**src/rtl/mux29_pkg.sv**
```systemverilog
// Shared constants, FSM state type and the fixed select codes for the
// irregular upper channels of the 29:1 tree mux.
package mux29_pkg;
  localparam int NUM_CH = 29;
  localparam int SEL_W  = 8;
  localparam int CH_W   = 5;

  localparam logic [CH_W-1:0] LAST_CH = 5'd28;

  typedef enum logic [1:0] {
    ST_IDLE   = 2'd0,
    ST_SETTLE = 2'd1,
    ST_FINISH = 2'd2
  } state_t;

  // Channels 21..28 sit on the ragged edge of the tree and have hand-assigned codes
  localparam logic [SEL_W-1:0] SEL_CH21 = 8'h08;
  localparam logic [SEL_W-1:0] SEL_CH22 = 8'h18;
  localparam logic [SEL_W-1:0] SEL_CH23 = 8'h48;
  localparam logic [SEL_W-1:0] SEL_CH24 = 8'h54;
  localparam logic [SEL_W-1:0] SEL_CH25 = 8'h58;
  localparam logic [SEL_W-1:0] SEL_CH26 = 8'h20;
  localparam logic [SEL_W-1:0] SEL_CH27 = 8'h60;
  localparam logic [SEL_W-1:0] SEL_CH28 = 8'h80;
endpackage

```
**src/rtl/mux29_scan_ctrl_if.sv**
```systemverilog
// Request/result bundle between a requester and the scan controller,
// including the tree-mux select and sampled output.
interface mux29_scan_ctrl_if;
  import mux29_pkg::*;

  logic              start;
  logic              mode;
  logic [CH_W-1:0]   ch_idx;
  logic              mux_out;
  logic [SEL_W-1:0]  sel;
  logic              busy;
  logic              done;
  logic              err;
  logic              rd_bit;
  logic [NUM_CH-1:0] scan_word;

  modport master (
    output start, mode, ch_idx, mux_out,
    input  sel, busy, done, err, rd_bit, scan_word
  );

  modport slave (
    input  start, mode, ch_idx, mux_out,
    output sel, busy, done, err, rd_bit, scan_word
  );
endinterface

```
**src/rtl/mux29_sel_enc.sv**
```systemverilog
// Channel number to tree-mux select code. Channels 0..20 form a regular
// group/remainder grid; 21..28 use fixed codes; anything else maps to 0.
module mux29_sel_enc
  import mux29_pkg::*;
(
  input  logic [CH_W-1:0]  ch,
  output logic [SEL_W-1:0] sel
);
  logic [2:0] grp_s;
  logic [1:0] rem_s;

  // Group of three leaves picks the first-level mux; remainder picks the leaf
  always_comb begin
    grp_s = 3'(ch / 5'd3);
    rem_s = 2'(ch % 5'd3);
    sel   = 8'h00;
    case (ch)
      5'd21:   sel = SEL_CH21;
      5'd22:   sel = SEL_CH22;
      5'd23:   sel = SEL_CH23;
      5'd24:   sel = SEL_CH24;
      5'd25:   sel = SEL_CH25;
      5'd26:   sel = SEL_CH26;
      5'd27:   sel = SEL_CH27;
      5'd28:   sel = SEL_CH28;
      default: begin
        if (ch < 5'd21) begin
          sel[1:0] = rem_s;
          sel[2]   = grp_s[0];
          sel[4]   = grp_s[1];
          sel[6]   = grp_s[2];
        end else begin
          sel = 8'h00;
        end
      end
    endcase
  end
endmodule

```
**src/rtl/mux29_scan_ctrl.sv**
```systemverilog
// Sequencer driving the 29:1 tree-mux select: single-channel reads or a full
// 29-channel scan, with a settle delay before each sample of mux_out.
module mux29_scan_ctrl
  import mux29_pkg::*;
#(
  parameter int SETTLE_CYC = 1
) (
  input  logic             clk,
  input  logic             rst,
  mux29_scan_ctrl_if.slave bus
);
  localparam logic [3:0] CNT_LAST = 4'(SETTLE_CYC);

  state_t            state_q, state_d;
  logic [SEL_W-1:0]  sel_q, sel_d;
  logic              busy_q, busy_d;
  logic              done_q, done_d;
  logic              err_q, err_d;
  logic              rd_bit_q, rd_bit_d;
  logic [NUM_CH-1:0] scan_word_q, scan_word_d;
  logic [NUM_CH-1:0] shadow_q, shadow_d;
  logic [3:0]        cnt_q, cnt_d;
  logic [CH_W-1:0]   ch_q, ch_d;
  logic              scan_q, scan_d;
  logic              inv_q, inv_d;
  logic [CH_W-1:0]   enc_ch_s;
  logic [SEL_W-1:0]  enc_sel_s;
  logic              req_bad_s;

  mux29_sel_enc u_enc (
    .ch  (enc_ch_s),
    .sel (enc_sel_s)
  );

  // Channel whose code may be loaded next: the request's first channel, or the scan successor
  always_comb begin
    req_bad_s = !bus.mode && (bus.ch_idx > LAST_CH);
    if (state_q == ST_IDLE) begin
      if (bus.mode) begin
        enc_ch_s = 5'd0;
      end else begin
        enc_ch_s = bus.ch_idx;
      end
    end else begin
      enc_ch_s = ch_q + 5'd1;
    end
  end

  // Next-state and output logic; FINISH spends one cycle before raising done so
  // that done, busy=0 and scan_word appear together while start is still refused
  always_comb begin
    state_d     = state_q;
    sel_d       = sel_q;
    busy_d      = busy_q;
    done_d      = 1'b0;
    err_d       = err_q;
    rd_bit_d    = rd_bit_q;
    scan_word_d = scan_word_q;
    shadow_d    = shadow_q;
    cnt_d       = cnt_q;
    ch_d        = ch_q;
    scan_d      = scan_q;
    inv_d       = inv_q;
    case (state_q)
      ST_IDLE: begin
        if (bus.start) begin
          busy_d = 1'b1;
          scan_d = bus.mode;
          inv_d  = req_bad_s;
          if (req_bad_s) begin
            state_d = ST_FINISH;
          end else begin
            ch_d    = enc_ch_s;
            sel_d   = enc_sel_s;
            cnt_d   = 4'd1;
            state_d = ST_SETTLE;
          end
        end else begin
          state_d = ST_IDLE;
        end
      end
      ST_SETTLE: begin
        if (cnt_q == CNT_LAST) begin
          if (scan_q) begin
            shadow_d[ch_q] = bus.mux_out;
            if (ch_q == LAST_CH) begin
              state_d = ST_FINISH;
            end else begin
              ch_d  = enc_ch_s;
              sel_d = enc_sel_s;
              cnt_d = 4'd1;
            end
          end else begin
            rd_bit_d = bus.mux_out;
            state_d  = ST_FINISH;
          end
        end else begin
          cnt_d = cnt_q + 4'd1;
        end
      end
      ST_FINISH: begin
        if (!done_q) begin
          done_d = 1'b1;
          busy_d = 1'b0;
          err_d  = inv_q;
          if (scan_q) begin
            scan_word_d = shadow_q;
          end else begin
            scan_word_d = scan_word_q;
          end
        end else begin
          state_d = ST_IDLE;
        end
      end
      default: begin
        state_d = ST_IDLE;
        busy_d  = 1'b0;
      end
    endcase
  end

  // State and output registers
  always_ff @(posedge clk or posedge rst) begin
    if (rst) begin
      state_q     <= ST_IDLE;
      sel_q       <= 8'h00;
      busy_q      <= 1'b0;
      done_q      <= 1'b0;
      err_q       <= 1'b0;
      rd_bit_q    <= 1'b0;
      scan_word_q <= 29'd0;
      shadow_q    <= 29'd0;
      cnt_q       <= 4'd0;
      ch_q        <= 5'd0;
      scan_q      <= 1'b0;
      inv_q       <= 1'b0;
    end else begin
      state_q     <= state_d;
      sel_q       <= sel_d;
      busy_q      <= busy_d;
      done_q      <= done_d;
      err_q       <= err_d;
      rd_bit_q    <= rd_bit_d;
      scan_word_q <= scan_word_d;
      shadow_q    <= shadow_d;
      cnt_q       <= cnt_d;
      ch_q        <= ch_d;
      scan_q      <= scan_d;
      inv_q       <= inv_d;
    end
  end

  assign bus.sel       = sel_q;
  assign bus.busy      = busy_q;
  assign bus.done      = done_q;
  assign bus.err       = err_q;
  assign bus.rd_bit    = rd_bit_q;
  assign bus.scan_word = scan_word_q;
endmodule

```
**src/flat_wrapper.sv**
```systemverilog
// flat-port wrapper written by rule: the top's interface ports become plain ports
module mux29_scan_ctrl_flat import mux29_pkg::*;
#(
  parameter int SETTLE_CYC = 1
)
  (clk, rst, bus_start, bus_mode, bus_ch_idx, bus_mux_out, bus_sel, bus_busy, bus_done, bus_err, bus_rd_bit, bus_scan_word);
  mux29_scan_ctrl_if bus_i ();
  input  logic clk;
  input  logic rst;
  input wire logic [$bits(bus_i.start)-1:0] bus_start;
  input wire logic [$bits(bus_i.mode)-1:0] bus_mode;
  input wire logic [$bits(bus_i.ch_idx)-1:0] bus_ch_idx;
  input wire logic [$bits(bus_i.mux_out)-1:0] bus_mux_out;
  output wire logic [$bits(bus_i.sel)-1:0] bus_sel;
  output wire logic [$bits(bus_i.busy)-1:0] bus_busy;
  output wire logic [$bits(bus_i.done)-1:0] bus_done;
  output wire logic [$bits(bus_i.err)-1:0] bus_err;
  output wire logic [$bits(bus_i.rd_bit)-1:0] bus_rd_bit;
  output wire logic [$bits(bus_i.scan_word)-1:0] bus_scan_word;
  assign bus_i.start = bus_start;
  assign bus_i.mode = bus_mode;
  assign bus_i.ch_idx = bus_ch_idx;
  assign bus_i.mux_out = bus_mux_out;
  assign bus_sel = bus_i.sel;
  assign bus_busy = bus_i.busy;
  assign bus_done = bus_i.done;
  assign bus_err = bus_i.err;
  assign bus_rd_bit = bus_i.rd_bit;
  assign bus_scan_word = bus_i.scan_word;
  mux29_scan_ctrl #(.SETTLE_CYC(SETTLE_CYC)) u_core (.clk(clk), .rst(rst), .bus(bus_i));
endmodule
```
**config.mk**
```make
export PLATFORM = sky130hd
export DESIGN_NAME = mux29_scan_ctrl_flat
export DESIGN_NICKNAME = d
export VERILOG_FILES = /design/src/rtl/mux29_pkg.sv /design/src/rtl/mux29_scan_ctrl_if.sv /design/src/rtl/mux29_sel_enc.sv /design/src/rtl/mux29_scan_ctrl.sv /design/src/flat_wrapper.sv
export SDC_FILE = /design/constraint.sdc
export NUM_CORES = 1
export LEC_CHECK = 0
export CORE_UTILIZATION = 34
export CTS_CLUSTER_SIZE = 8
export DETAILED_ROUTE_END_ITERATION = 10
export HOLD_SLACK_MARGIN = 0.03
export SYNTH_ARGS = -nofsm -noshare
export SYNTH_HDL_FRONTEND = slang
export SYNTH_HIERARCHICAL = 1
export SYNTH_SLANG_ARGS = --single-unit
export TNS_END_PERCENT = 50
```
**constraint.sdc**
```tcl
create_clock -name clk -period 11.3 [get_ports clk]
set_input_delay 1.13 -clock clk [delete_from_list [all_inputs] [get_ports clk]]
set_output_delay 1.13 -clock clk [all_outputs]
set_load 0.02 [all_outputs]
```
==> impl_metrics.tcl, run 1 <==
set metrics [dict create \
    grt_pass1_wl_um 14800 \
    root_buffer "clkbuf_16" \
    ys_async_sr_fraction 1.00 \
    synth_common_cells "dfrtp_1, nand2_1, mux2_4" \
    dp_hpwl_um 5840 \
    p_leak_nw 2.39 \
    drc 0 \
    start_util 0.352 \
    max-slew-margin-rel 0.301 \
    syn_nets 391 \
    drt-vias-per-instance 4.93 \
    crit_family "buffers and inverters" \
    setup_tns_ns 0 \
    synth_top_area_cell "dfrtp_1" \
    yosysWarnings 6 \
    cts_made_buffers 9 \
    io_buffers 50 \
    areaGrowthSynthToFinish_pct 20.9 \
    cts_max_level 3 \
    ant_nets 0 \
    max-cap-violations 0 \
    first_pass_iters 4 \
    die_y_um 117 \
    cts.sinks 83 \
    p_per_area_nw_per_um2 313 \
    rsz0062_at_grt "false" \
    cp_cell_sequence "clkdlybuf4s50_1, nand3b_1, o21ai_1, buf_4, ha_1, mux2i_1, o2bb2ai_1, nor3_1, or2_1, inv_1, ha_1, a21oi_1, a22o_4, o221ai_1, mux2_4" \
    yosysSeqAreaShare 0.461 \
    peakVddDrop_mv 0.169 \
    yosysMostFrequentCell "dfrtp_1" \
    routedWlPerCell_um 14.6 \
    p_total_mw 1.70 \
    overflow 0 \
    min_path_type "flip-flop to flip-flop" \
    antenna_found_initial 0 \
    die_area_um2 13700 \
    avgSynthCellArea_um2 12.1 \
    vias 2932 \
    final-hold-violation-count 0 \
    crit_fanout 20 \
    fin_skew_ns 0.00619 \
    worstSetupPathType "primary input to flip-flop" \
    synth_area_leaders "dfrtp_1, mux2_4, mux2_2" \
    multi_input_area_um2 2200 \
    num_antenna_cells 0 \
    synth_top_area_share 0.461 \
    drt_iter0_markers 168 \
    grt_util_all_layers 0.140 \
    postCtsSetupRepairBufs 0 \
    clk_pin_slew_worst_paths_ns 0.06 \
    grt_max_degree 84 \
    worstSetupEndpointType "flip-flop" \
    dieWidth_um 117 \
    syn-cell-area_um2 4500 \
    fill_cells 1229 \
    cp.required_ns 11.52 \
    seqCellArea_um2 2080 \
    clk_latency_ns 0.34 \
    path_buf_inv 3 \
    final_net_count 437 \
    synth_cells 372 \
    routed_wl_um 8660 \
    tightestPinTransition_ns 1.04 \
    period_share 0.395 \
    synth_edf_count 0 \
    io_pins 51 \
    synth_top_flop_cell "dfrtp_1" \
    critPathLaunchType "primary input" \
    grt_pass1_vias 2882 \
    status "completed" \
    rows 41 \
    cp_slowest_cell "ha_1" \
    timing.final.crit_period_ns 4.47 \
    cts_resized 0 \
    cp_common_cell "ha_1" \
    synth_seq_cells 83 \
    ctsHoldBuffers 0 \
    setup_viol 0 \
    worstPathArrival_ns 4.69 \
    drive_above_1_share 0.267 \
    maxSlewViolCount 0 \
    cts_tree "built" \
    max_freq_ghz 0.224 \
    critPathMaxStageDelay_ns 0.52 \
    gp_congestion 0.742 \
    cts_buffer_depth 2 \
    yosysUniqueCellTypes 64 \
    core_um2 12800 \
]
[through the flow]
stage	utilization	instance area, um2	setup slack (ns)	cells	hold slack, ns
3_5_place_dp	0.400	5100	6.53	579	0.479
3_3_place_gp	0.400	5100	6.70	579	0.467
6_report	0.426	5440	6.83	595	0.482
2_1_floorplan	-	4500	7.38	372	0.444
5_1_grt	0.426	5440	6.49	595	0.504
4_1_cts	0.426	5440	6.89	595	0.493
[report_power, final]
part           internal [mW]  total, mW  switching, mW  leakage [nW]
Combinational          0.430      0.869          0.439          1.21
Clock                  0.202      0.324          0.121         0.161
Sequential             0.416      0.509         0.0929          1.02
[flip-flops by register name, indices dropped and copies added (netlist names)]
| signal | cells |
|---|---|
| u_core/bus.busy | 1 |
| u_core/bus.done | 1 |
| u_core/bus.err | 1 |
| u_core/bus.rd_bit | 1 |
| u_core/bus.scan_word | 29 |
| u_core/bus.sel | 8 |
| u_core/ch_q | 5 |
| u_core/cnt_q | 4 |
| u_core/inv_q | 1 |
| u_core/scan_q | 1 |
| u_core/shadow_q | 29 |
| u_core/state_q | 2 |
[cell families after synthesis]
kind of cell	after synthesis	synth area share
xor+xnor	5	0.00973
mux	76	0.220
flops	83	0.461
buf+inv	38	0.0520
compound gates	54	0.0937
simple gates	107	0.138
fa+ha+maj	9	0.0250
[final timing paths]
kind	from	to	slack [ns]	cells after the start
worst max-delay path	bus_mode	u_core/bus.sel[2]	6.83	15
worst min-delay path	u_core/inv_q	u_core/inv_q	0.48	1
worst max register to register	u_core/ch_q[0]	u_core/bus.sel[2]	7.27	16
worst min register to register	u_core/inv_q	u_core/inv_q	0.48	1
max in group asynchronous	rst	u_core/bus.busy	9.21	3
min in group asynchronous	rst	u_core/bus.scan_word[0]	1.42	3
[area by class of cell]
cell class                      instances  share of cell area
Clock buffer                           10              0.0439
Clock inverter                          6              0.0177
Inverter                               16              0.0113
Multi-Input combinational cell        251               0.404
Sequential cell                        83               0.382
Tap cell                              172              0.0396
Timing Repair Buffer                   57               0.102
[metal layers]
metal,part of all wire,up-vias,GRT usage
met5,0,-,0
met4,0.011,0,0.0430
met3,0.031,8,0.0330
met2,0.47,59,0.220
met1,0.49,1460,0.192
li1,-,1405,-
[cell usage in the layout (no fill, tap or decap), drive strengths merged, types with 3 or more instances in the layout]
| cell type | count |
|---|---|
| dfrtp | 83 |
| mux2 | 74 |
| clkdlybuf4s50 | 50 |
| nand2 | 42 |
| inv | 17 |
| o21ai | 16 |
| nor2 | 13 |
| nor3 | 11 |
| clkbuf | 10 |
| ha | 9 |
| buf | 7 |
| nand3 | 6 |
| a21oi | 6 |
| nor3b | 6 |
| nor2b | 5 |
| nand3b | 5 |
| xor2 | 4 |
| o2bb2ai | 4 |
| o311ai | 3 |
| nand2b | 3 |
| a21boi | 3 |
| and3 | 3 |
| or2 | 3 |
No activity file was read; power rests on OpenSTA's default activity.
==> run 2: changes to the inputs <==
Clock period 11.3 ns to 3.9 ns, I/O delays scaled along.
==> run 2 against run 1 <==
Cell count grew 0.50%; worst setup slack worse by 6.5 ns; global-route usage hardly changed; clock skew decreased by 0.0015 ns; combinational power increased to 2.9 times the previous value; worst hold slack worse by 0.092 ns; wire length decreased by 0.39%; clock power rose by 150%; clock-buffer cell count decreased by 1; utilization shrank 0.24 points; critical endpoint unchanged.
==> impl_metrics.tcl, run 2 (same netlist as run 1, synthesis figures left out) <==
set metrics [dict create \
    power_frac_clock 0.168 \
    worst_hold_slack_ns 0.390 \
    start_util 0.352 \
    drive_above_1_share 0.272 \
    rows 41 \
    num_antenna_cells 0 \
    vias 2924 \
    cts_resized 0 \
    p_leak_nw 2.38 \
    grt_pass1_wl_um 14700 \
    max-cap-violations 0 \
    areaGrowthSynthToFinish_pct 20.2 \
    ctsHoldBuffers 0 \
    multi_input_area_um2 2200 \
    rr_startpoint "u_core/ch_q[0]" \
    peakVddDrop_mv 0.506 \
    cts.sinks 83 \
    status "completed" \
    routed_wl_um 8620 \
    die_y_um 117 \
    worstSetupEndpointType "flip-flop" \
    timing.final.crit_period_ns 3.56 \
    worstSetupPathType "flip-flop to flip-flop" \
    fin_ws_ns 0.337 \
    period_share 0.914 \
    seqCellArea_um2 2080 \
    rsz0062_at_grt "false" \
    fill_cells 1180 \
    final_net_count 440 \
    cp.required_ns 4.12 \
    antenna_found_initial 0 \
    grt_max_degree 32 \
    setup_tns_ns 0 \
    setup_viol 0 \
    min_path_type "primary input to async pin" \
    crit_start "u_core/ch_q[0]" \
    worstPathArrival_ns 3.79 \
    p_total_mw 4.79 \
    final-hold-violation-count 0 \
    cts_max_level 3 \
    ant_nets 0 \
    pwr-share-comb 0.528 \
    swShare 0.394 \
    grt_util_all_layers 0.140 \
    max-slew-margin-rel 0.302 \
    tightestPinTransition_ns 1.04 \
    routedWlPerCell_um 14.4 \
    post-place-ws_ns 0.264 \
    intPower_mw 2.90 \
    fin_skew_ns 0.00468 \
    grt_pass1_vias 2906 \
    p_per_area_nw_per_um2 885 \
    drt-vias-per-instance 4.89 \
    io_buffers 50 \
    drt_iter0_markers 160 \
    io_pins 51 \
    clk_pin_slew_worst_paths_ns 0.06 \
    p_sw_mw 1.89 \
    crit_fanout 6 \
    cts_tree "built" \
    postCtsSetupRepairBufs 0 \
    cts_buffer_depth 2 \
    critPathLaunchType "flip-flop" \
    core_um2 12800 \
    overflow 0 \
    layout_commonest_cell "dfrtp_1" \
    first_pass_iters 4 \
    clk_latency_ns 0.34 \
    power_frac_seq 0.304 \
    maxSlewViolCount 0 \
    max_freq_ghz 0.281 \
    cts_made_buffers 9 \
    gp_congestion 0.790 \
    drc 0 \
    layout_common_cells "dfrtp_1, clkdlybuf4s50_1, nand2_1" \
    root_buffer "clkbuf_16" \
    dp_hpwl_um 5950 \
    die_area_um2 13700 \
    dieWidth_um 117 \
]
-- run 2: worst paths after layout --
| path | to | slack [ns] | cells past startpoint |
|---|---|---|---|
| max | u_core/bus.sel[2] | 0.34 | 15 |
| min | u_core/bus.scan_word[25] | 0.39 | 2 |
| max reg2reg | u_core/bus.sel[2] | 0.34 | 15 |
| min reg2reg | u_core/inv_q | 0.48 | 1 |
| max in group asynchronous | u_core/shadow_q[21] | 2.75 | 3 |
| min in group clk | u_core/inv_q | 0.48 | 1 |
-- run 2: power groups by stage --
stage | registers (mW) | logic (mW) | clock network [mW]
finish | 1.46 | 2.53 | 0.805
global route | 1.51 | 2.76 | 0.864
CTS | 1.46 | 2.54 | 0.829
detailed placement | 1.47 | 2.54 | 0
global placement | 1.46 | 2.50 | 0
floorplan | 1.62 | 1.70 | 0
-- run 2: critical path, cell delays in order, from the launching register on --
cell and delay [ns]:
dfrtp_1 0.46, ha_1 0.24, nand3_1 0.10, xor2_1 0.17, o21ai_0 0.25, ha_1 0.34
mux2i_1 0.22, o2bb2ai_1 0.13, nor3_1 0.24, or2_1 0.19, inv_1 0.05, ha_1 0.20
a21oi_1 0.26, a22o_4 0.21, o221ai_1 0.11, mux2_4 0.27
-- run 2: final cells by class --
type,count,share of cell area
clock buffers,9,0.0416
clock inverters,7,0.0106
inverters,16,0.0113
multi-input cells,251,0.406
flip-flops and latches,83,0.384
well taps,172,0.0398
repair buffers,60,0.106
-- run 2: metrics by stage --
stage | instances | cell area [um2] | utilization
global route | 598 | 5410 | 0.423
global placement | 582 | 5130 | 0.401
CTS | 598 | 5410 | 0.423
floorplan | 372 | 4500 | -
finish | 598 | 5410 | 0.423
detailed placement | 582 | 5130 | 0.401
-- run 2: metal layers --
layer / vias to the layer above / part of all wire / global-route usage
li1: 1429 / - / -
met1: 1436 / 0.51 / 0.193
met2: 52 / 0.45 / 0.216
met3: 7 / 0.031 / 0.0304
met4: 0 / 0.012 / 0.0532
met5: - / 0 / 0
==> run 3: changes to the inputs <==
Settings changed: CORE_MARGIN from default to 1.5.
==> run 3 against run 2 <==
Global-route usage fell by 0.31 points; combinational power barely moved; cell count rose by 0.17%; wire length rose by 1.9%; critical path type unchanged; highest routed layer unchanged.
==> impl_metrics.tcl, run 3 (same netlist as run 1, synthesis figures left out) <==
set metrics [dict create \
    antenna_found_initial 0 \
    postCtsSetupRepairBufs 0 \
    grt_max_degree 35 \
    max-cap-violations 0 \
    cp_common_cell "ha_1" \
    cts.sinks 83 \
    intPower_mw 3.03 \
    overflow 0 \
    final-hold-violation-count 0 \
    r2r_end "u_core/bus.sel[2]" \
    first_pass_iters 4 \
    worstPathArrival_ns 3.70 \
    worstSetupPathType "flip-flop to flip-flop" \
    crit_start "u_core/ch_q[0]" \
    endpoint "u_core/bus.sel[2]" \
    die_y_um 118 \
    io_pins 51 \
    setup_viol 0 \
    peakVddDrop_mv 0.565 \
    cts_tree "built" \
    cts_max_level 3 \
    cts_made_buffers 9 \
    timing.final.crit_period_ns 3.48 \
    dieWidth_um 118 \
    cts_buffer_depth 2 \
    final_net_count 441 \
    status "completed" \
    drt_iter0_markers 110 \
    cp.required_ns 4.12 \
    power_frac_clock 0.187 \
    grt_pass1_wl_um 15500 \
    drt-vias-per-instance 4.96 \
    crit_cells 15 \
    reg2regPathDepth 15 \
    fin_skew_ns 0.00849 \
    drive_above_1_share 0.274 \
    r2r_slack_ns 0.42 \
    rr_startpoint "u_core/ch_q[0]" \
    cp_slowest_cell "dfrtp_1" \
    rsz0062_at_grt "false" \
    worstSetupEndpointType "flip-flop" \
    p_per_area_nw_per_um2 898 \
    start_util 0.352 \
    rows 41 \
    seqCellArea_um2 2080 \
    worst_hold_slack_ns 0.439 \
    crit_fanout 6 \
    critPathMaxStageDelay_ns 0.44 \
    multi_input_area_um2 2200 \
    layout_commonest_cell "dfrtp_1" \
    routedWlPerCell_um 14.7 \
    ant_nets 0 \
    min_path_type "primary input to async pin" \
    max-slew-margin-rel 0.300 \
    maxSlewViolCount 0 \
    layout_common_cells "dfrtp_1, clkdlybuf4s50_1, nand2_1" \
    core_um2 12800 \
    areaGrowthSynthToFinish_pct 21.3 \
    die_area_um2 13900 \
    grt_pass1_vias 3038 \
    dp_hpwl_um 6120 \
    root_buffer "clkbuf_16" \
    setup_tns_ns 0 \
    max_freq_ghz 0.288 \
    drc 0 \
    critPathLaunchType "flip-flop" \
    power_frac_seq 0.295 \
    p_sw_mw 1.87 \
    num_antenna_cells 0 \
    pwr-share-comb 0.518 \
    cp_cell_sequence "ha_1, nand3_1, xor2_1, o21ai_1, ha_1, mux2i_1, o2bb2ai_1, nor3_1, or2_1, inv_1, ha_1, a21oi_1, a22o_4, o221ai_1, mux2_4" \
    clk_pin_slew_worst_paths_ns 0.06 \
    io_buffers 50 \
    period_share 0.892 \
    grt_util_all_layers 0.137 \
    post-place-ws_ns 0.272 \
    ctsHoldBuffers 0 \
    vias 2970 \
    p_leak_nw 2.41 \
    swShare 0.382 \
    fin_ws_ns 0.422 \
    clk_latency_ns 0.34 \
    fill_cells 1190 \
    routed_wl_um 8790 \
    crit_family "adder cells" \
    tightestPinTransition_ns 1.05 \
    gp_congestion 0.827 \
    path_buf_inv 1 \
]
==> run 3: cell count changes in the layout (fill, tap and decap cells not counted) <==
cell,before,now
bufinv_16,0,2
buf_4,10,11
clkinv_4,0,1
clkinvlp_4,2,1
inv_6,3,2
inv_8,1,0
o21ai_0,14,13
o21ai_1,2,3
==> run 3: repair_timing <==
item / CTS / global route
gates resized for setup: 0 / 1
endpoints found under the setup margin: 0 / 1
hold endpoints to repair: 0 / 0
==> run 3: worst min path at each step <==
| stage | from | end | slack (ns) | cells past startpoint |
|---|---|---|---|---|
| 4_1_cts | rst | u_core/bus.scan_word[24] | 0.46 | 2 |
| 5_1_grt | rst | u_core/bus.scan_word[24] | 0.49 | 2 |
| 6_report | rst | u_core/bus.scan_word[24] | 0.44 | 2 |
| 3_3_place_gp | u_core/inv_q | u_core/inv_q | 0.47 | 1 |
| 2_1_floorplan | u_core/inv_q | u_core/inv_q | 0.44 | 1 |
| 3_5_place_dp | u_core/bus.scan_word[2] | u_core/bus.scan_word[2] | 0.47 | 1 |
==> run 3: metal layers <==
| layer | wire length [um] | global-route usage |
|---|---|---|
| met1 | 4230 | 0.183 |
| met2 | 4160 | 0.216 |
| met3 | 345 | 0.0354 |
| met4 | 56 | 0.0473 |
| met5 | 0 | 0 |
==> run 3: per-stage QoR <==
step,utilization,instances,total power [mW],cell area (um2)
detailed placement,0.402,583,4.01,5130
finish,0.427,599,4.90,5460
global placement,0.402,583,3.96,5130
CTS,0.427,599,4.95,5460
global route,0.427,599,5.26,5460
floorplan,-,372,3.32,4500
==> run 3: area by class of cell <==
class	count	area share
well taps	172	0.0394
clock inverters	7	0.0181
flip-flops and latches	83	0.381
multi-input cells	251	0.403
inverters	16	0.0112
clock buffers	9	0.0413
repair buffers	61	0.107
==> run 3: power groups by stage <==
| stage | Clock (mW) | Sequential, mW | Combinational [mW] |
|---|---|---|---|
| after floorplan | 0 | 1.62 | 1.70 |
| after global placement | 0 | 1.45 | 2.51 |
| after detailed placement | 0 | 1.47 | 2.54 |
| after CTS | 0.943 | 1.45 | 2.56 |
| after global routing | 0.981 | 1.50 | 2.78 |
| final | 0.917 | 1.45 | 2.54 |
==> RTL edit 1, RTL diff (flow settings as in run 2) <==
`NUM_CH`: 29 -> 58.
--- a/src/rtl/mux29_pkg.sv
+++ b/src/rtl/mux29_pkg.sv
@@ -1,7 +1,7 @@
 // Shared constants, FSM state type and the fixed select codes for the
 // irregular upper channels of the 29:1 tree mux.
 package mux29_pkg;
-  localparam int NUM_CH = 29;
+  localparam int NUM_CH = 58;
   localparam int SEL_W  = 8;
   localparam int CH_W   = 5;
 
Ports: changed (resized bus_scan_word); port bits go from 51 to 80. The function was not compared with the original's and may differ.
==> RTL edit 1 against run 2 <==
Cell area grew 6.6%; final cell count rose by 8.7%; power increased by 13%; setup slack improved by 25 ps; sequential power is 11% higher; maximum frequency increased by 0.72%; die area is 9.0% higher; clock skew up 3.0 ps; sequential cell count rose by 6; area after synthesis is 9.1% higher; routed wire length increased by 11%; highest routed layer unchanged; global-route usage fell by 0.061 points; utilization is 1.1 points lower.
==> RTL edit 1: results (changes against run 2) <==
Clock tree skew after final layout: 7.67 ps (+2.99 ps). The transition time of the tightest slew-check pin is 1070 ps (+24.8 ps). The final period utilization is 90.7% (-0.65 points). The min-delay analysis places its worst path in the category in2async.

The top fanout value on the critical path was 6 (unchanged). The via count of the first global-routing pass was 3097 (+6.6%). The number of unique standard cell types used by synthesis is 62 (-3.1%).

Maximum vdd ir drop: 0.425 mV (-16%). The slack of the worst reg-to-reg path was 360 ps (+30 ps); the total routing usage reported by global routing was 14.0% (-0.061 points). Standby leakage power: 2.47 nW (+3.9%). The run gives 2.15 mW (+14%) as the switching power. For the total number of yosys warnings, the log shows 6 (unchanged). The number of antenna violations at the first check in global routing came out at 0 (unchanged).

The tools report the worst setup path endpoint as u_core/bus.sel[2]$_DFFE_PP0P_. The tools report the detailed router's first-iteration violation count as 171 (+6.9%). The global-route wire length before repair was 16100 um (+9.2%). For the weighted congestion reported at the end of routability-driven placement, the log shows 0.893 (+13%). The fraction of final layout cells sized beyond drive strength 1 came out at 18.1% (-9.1 points). The iteration count of the initial detailed-routing pass is 4 (unchanged). The run finished with clean final reports.

The number of buffer cells added on primary ports was 53 (+6.0%); the average wire per standard cell was 14.7 um (+2.3%). The worst slack at placement came out at 260 ps (-3.63 ps). Arrival time of data at the critical path endpoint: 3770 ps (-20 ps).

On the critical path, the stage with the largest delay is an instance of sky130_fd_sc_hd__dfrtp_1. The detailed-route via count came out at 3188 (+9.0%). The post-CTS setup repair buffer count is 0 (unchanged), and the clock latency at the later pin of the worst-skew pair is 340 ps (about the same).

The filler cell count was 1355 (+15%). The run gives 484 (+10%) as the net total in the final layout. The HPWL after detailed placement is 6600 um (+11%).

The logs give 0 (unchanged) for the remaining global-route overflow and 650 (+8.7%) for the filler-free cell count of the finished design. Yosys attributes the largest share of cell area to sky130_fd_sc_hd__dfrtp_1 (45%), sky130_fd_sc_hd__mux2_4 (12%), sky130_fd_sc_hd__mux2_1 (8.9%). The post-placement cell count was 634 (+8.9%).

The synthesized area per cell was 11.8 um^2 (-2.4%). After synthesis, the most frequently instantiated cells are sky130_fd_sc_hd__dfrtp_1 (89), sky130_fd_sc_hd__nand2_1 (46), sky130_fd_sc_hd__mux2_1 (39). The tools report the proportion of synthesized chip area in sequential cells as 45.3% (-0.81 points). Pin count of the biggest net entering global routing: 41 (+28%).

The tools report the maximum root-to-sink buffer count as 2 (unchanged). The critical path's largest stage delay came out at 440 ps (-20 ps). The instance area after placement is 5480 um^2 (+6.9%), and the antenna diode count is 0 (unchanged).
==> RTL edit 1: cell types whose count changed after synthesis, moves of 5 or more <==
cell / before / now
sky130_fd_sc_hd__buf_2: 5 / 10
sky130_fd_sc_hd__buf_4: 3 / 28
sky130_fd_sc_hd__dfrtp_1: 83 / 89
sky130_fd_sc_hd__mux2_1: 5 / 39
sky130_fd_sc_hd__mux2_2: 33 / 4
sky130_fd_sc_hd__nor3_4: 5 / 0
==> RTL edit 1: worst max-delay path, delay by kind of cell, from the launching register on <==
family                     cells  cell delay [ps]
muxes                          2              530
DFF                            1              440
xor gates and xnor gates       1              170
adders and majority gates      3              760
and+or+nand+nor                3              520
AOI/OAI and AO/OA              5              950
buffers and inverters          1               60
==> RTL edit 1: area by class of cell <==
class	instances	area (um^2)	share of cell area (%)
Tap cell	180	225	3.91
Timing Repair Buffer	65	621	10.8
Clock buffer	10	239	4.14
Sequential cell	89	2230	38.6
Multi-Input combinational cell	289	2360	41.0
Inverter	11	42.5	0.738
Clock inverter	6	50.0	0.868
==> RTL edit 1: kinds of logic after synthesis <==
logic type / share of synthesized area [%]
adder cells (fa/ha/maj): 2.29
AO/OA/AOI/OAI: 8.25
AND/OR/NAND/NOR: 12.6
multiplexers: 21.9
XOR/XNOR: 0.891
flip-flops: 45.3
other: 0.0763
buffers and inverters: 8.66
==> RTL edit 1: how the worst min path moves through the flow <==
stage | from | to | slack (ps) | cells past startpoint
after floorplan | u_core/shadow_q[12]$_DFFE_PP0P_ | u_core/bus.scan_word[12]$_DFFE_PP0P_ | 460 | 1
after global routing | u_core/shadow_q[29]$_DFFE_PP0P_ | u_core/shadow_q[29]$_DFFE_PP0P_ | 510 | 1
after CTS | rst | u_core/bus.sel[6]$_DFFE_PP0P_ | 490 | 2
after detailed placement | u_core/bus.sel[7]$_DFFE_PP0P_ | u_core/bus.sel[7]$_DFFE_PP0P_ | 470 | 1
final | rst | u_core/bus.scan_word[8]$_DFFE_PP0P_ | 470 | 2
after global placement | u_core/bus.scan_word[12]$_DFFE_PP0P_ | u_core/bus.scan_word[12]$_DFFE_PP0P_ | 470 | 1
==> RTL edit 1: power by group through the flow <==
stage / Clock, mW / Sequential (mW) / Combinational [mW]
2_1_floorplan: 0 / 1.80 / 1.96
3_3_place_gp: 0 / 1.63 / 2.91
3_5_place_dp: 0 / 1.65 / 2.96
4_1_cts: 0.872 / 1.63 / 2.97
5_1_grt: 0.911 / 1.68 / 3.23
6_report: 0.843 / 1.62 / 2.96
==> RTL edit 1: per-layer routing <==
metal | GRT usage (%) | wire, um
met4 | 5.26 | 194
met3 | 3.75 | 355
met5 | 0 | 0
met2 | 21.7 | 4550
met1 | 18.4 | 4480
==> RTL edit 2, RTL diff (flow settings as in run 2) <==
Made on the original files. Make the reset (`rst`) synchronous in one clocked block.
--- a/src/rtl/mux29_scan_ctrl.sv
+++ b/src/rtl/mux29_scan_ctrl.sv
@@ -120,7 +120,7 @@
   end
 
   // State and output registers
-  always_ff @(posedge clk or posedge rst) begin
+  always_ff @(posedge clk) begin
     if (rst) begin
       state_q     <= ST_IDLE;
       sel_q       <= 8'h00;
Function: differs if rst is asserted again (counterexample within 4 cycles, from zero or initial values and one cycle with rst high); with rst held inactive, the same outputs for 10 cycles.
==> RTL edit 2 against run 2 <==
Sequential share of layout area shrank 5.2 points; clock skew increased by 1.7 ps; sequential cell count stayed put; largest cell class unchanged; area after synthesis shrank 7.1%; cell area fell by 7.6%; highest routed layer unchanged; count of clock-buffer cells in the layout increased by 2; setup slack improved by 33 ps; routed wire length rose by 4.2%; first-iteration DRC count fell by 36%.
Power is not compared: it rests on default switching activity, and its combinational part moved more than twofold at a synthesized area within 25%.
==> RTL edit 2: results (changes against run 2) <==
The pin count of the biggest net entering global routing was 58 (+81%); the cell area power density was 473 nW/um^2. The run gives 8990 um (+4.2%) as the detailed-route wire length. The met1 usage came out at 18.7% (-0.68 points). The run gives 6130 um (+2.9%) as the HPWL after detailed placement. The iteration count of the initial detailed-routing pass is 4 (unchanged). The run finished with clean final reports. Post-synthesis net count: 521 (+33%). The number of buffer cells added on primary ports works out to 50 (unchanged).

Sorting the synthesized cells by how often they occur yields sky130_fd_sc_hd__nand2_1 (105), sky130_fd_sc_hd__dfxtp_1 (83), sky130_fd_sc_hd__nor2_1 (60). Summed over the clock group, the power is 0.806 mW. Ranked by total cell area, the synthesized netlist is headed by sky130_fd_sc_hd__dfxtp_1 (40%), sky130_fd_sc_hd__mux2i_1 (10%), sky130_fd_sc_hd__nand2_1 (9.4%).

Filler cell count: 1212 (+2.7%). For the filler-free cell count of the finished design, the log shows 686 (+15%). The path class of the lowest-slack min-delay path was reg2reg. The fraction of final layout cells sized beyond drive strength 1 is 8.35% (-19 points), and the share of async-settable or async-resettable flops after synthesis is 0% (-100 points). The tools report the net total in the final layout as 553 (+26%). The weighted congestion reported at the end of routability-driven placement was 0.822 (+4.1%). The post-cts repair resize count was 0 (unchanged). The proportion of synthesized chip area in sequential cells was 39.7% (-6.4 points); the number of vias per cell was 5.03 (+2.9%). For the global-route wire length before repair, the log shows 15400 um (+4.6%). The post-placement cell count came out at 670 (+15%). The worst slack at placement is 312 ps (+48.8 ps). The logs give 14.8% (+0.79 points) for the total routing usage reported by global routing and 2.62% (-0.41 points) for the fraction of met3 tracks used by global routing.

The run gives 24.4% (+2.8 points) as the met2 usage. The tools report the core utilization of the finished layout as 41.6% (-0.73 points). The instance area after placement is 4710 um^2 (-8.1%), and the number of unique standard cell types used by synthesis is 61 (-4.7%). The tools report the post-CTS setup repair buffer count as 0 (unchanged).

The transition time of the tightest slew-check pin works out to 1060 ps (+11.8 ps). The total number of yosys warnings came out at 6 (unchanged). The clock tree skew after final layout was 6.37 ps (+1.69 ps); the top fanout value on the critical path was 6 (unchanged). Antenna diode count: 0 (unchanged). For the reported max-cap violation count, the log shows 0 (unchanged). Among all flip-flop cells after synthesis, the most frequent one is sky130_fd_sc_hd__dfxtp_1.

The logs give 3363 (+16%) for the via count of the first global-routing pass and 2 (unchanged) for the maximum root-to-sink buffer count. The clock latency at the later pin of the worst-skew pair was 340 ps (about the same); the synthesized area per cell was 8.33 um^2 (-31%). For the detailed router's first-iteration violation count, the log shows 102 (-36%).
-- RTL edit 2: changes by cell type in the layout (fill, tap and decap cells not counted), sizes merged, moves of 4 or more --
cell	before	now
nand3b	5	1
nor2	13	60
nand3	6	13
mux2	74	0
dfrtp	83	0
mux2i	2	43
o21ai	16	11
nand2	42	106
a21oi	6	42
inv	19	15
dfxtp	0	83
-- RTL edit 2: logic make-up (layout without fill, tap and decap cells) --
kind of cell | after synthesis | in the layout | synth area share [%]
and+or+nand+nor | 222 | 222 | 25.0
AOI/OAI and AO/OA | 91 | 91 | 15.2
DFF | 83 | 83 | 39.7
buffers and inverters | 49 | 86 | 5.99
muxes | 43 | 43 | 10.3
adders and majority gates | 9 | 9 | 2.69
xor gates and xnor gates | 5 | 5 | 1.05
-- RTL edit 2: path summary, 6_finish.rpt --
kind,start,to,slack (ps),depth (start not counted)
worst max register to register,u_core/ch_q[0]$_SDFFE_PP0P_,u_core/bus.sel[0]$_SDFFE_PP0P_,370,16
worst min register to register,u_core/bus.scan_word[21]$_SDFFE_PP0P_,u_core/bus.scan_word[21]$_SDFFE_PP0P_,450,2
worst max-delay path,u_core/ch_q[0]$_SDFFE_PP0P_,u_core/bus.sel[0]$_SDFFE_PP0P_,370,16
worst min-delay path,u_core/bus.scan_word[21]$_SDFFE_PP0P_,u_core/bus.scan_word[21]$_SDFFE_PP0P_,450,2
-- RTL edit 2: cell type report --
type / instances / area share (%)
Inverter: 13 / 0.976
Timing Repair Buffer: 57 / 11.0
Multi-Input combinational cell: 370 / 45.4
Clock buffer: 11 / 5.06
Tap cell: 147 / 3.68
Clock inverter: 5 / 0.701
Sequential cell: 83 / 33.2
-- RTL edit 2: per-layer routing --
metal | wire (um) | up-vias
met3 | 263 | 13
met1 | 4320 | 1613
met2 | 4230 | 53
met5 | 0 | -
li1 | - | 1771
met4 | 176 | 0
-- RTL edit 2: critical path, cell delays in order, from the launching register on --
cell and delay, ps:
sky130_fd_sc_hd__dfxtp_1 410, sky130_fd_sc_hd__ha_1 240, sky130_fd_sc_hd__nand3_1 100, sky130_fd_sc_hd__xor2_1 170, sky130_fd_sc_hd__o21ai_0 230, sky130_fd_sc_hd__ha_1 330
sky130_fd_sc_hd__mux2i_1 270, sky130_fd_sc_hd__o2bb2ai_1 160, sky130_fd_sc_hd__nor3_1 240, sky130_fd_sc_hd__or2_1 190, sky130_fd_sc_hd__inv_1 60, sky130_fd_sc_hd__ha_1 200
sky130_fd_sc_hd__a21oi_1 240, sky130_fd_sc_hd__a22o_4 200, sky130_fd_sc_hd__mux2i_1 190, sky130_fd_sc_hd__mux2i_1 90, sky130_fd_sc_hd__nor2_1 100
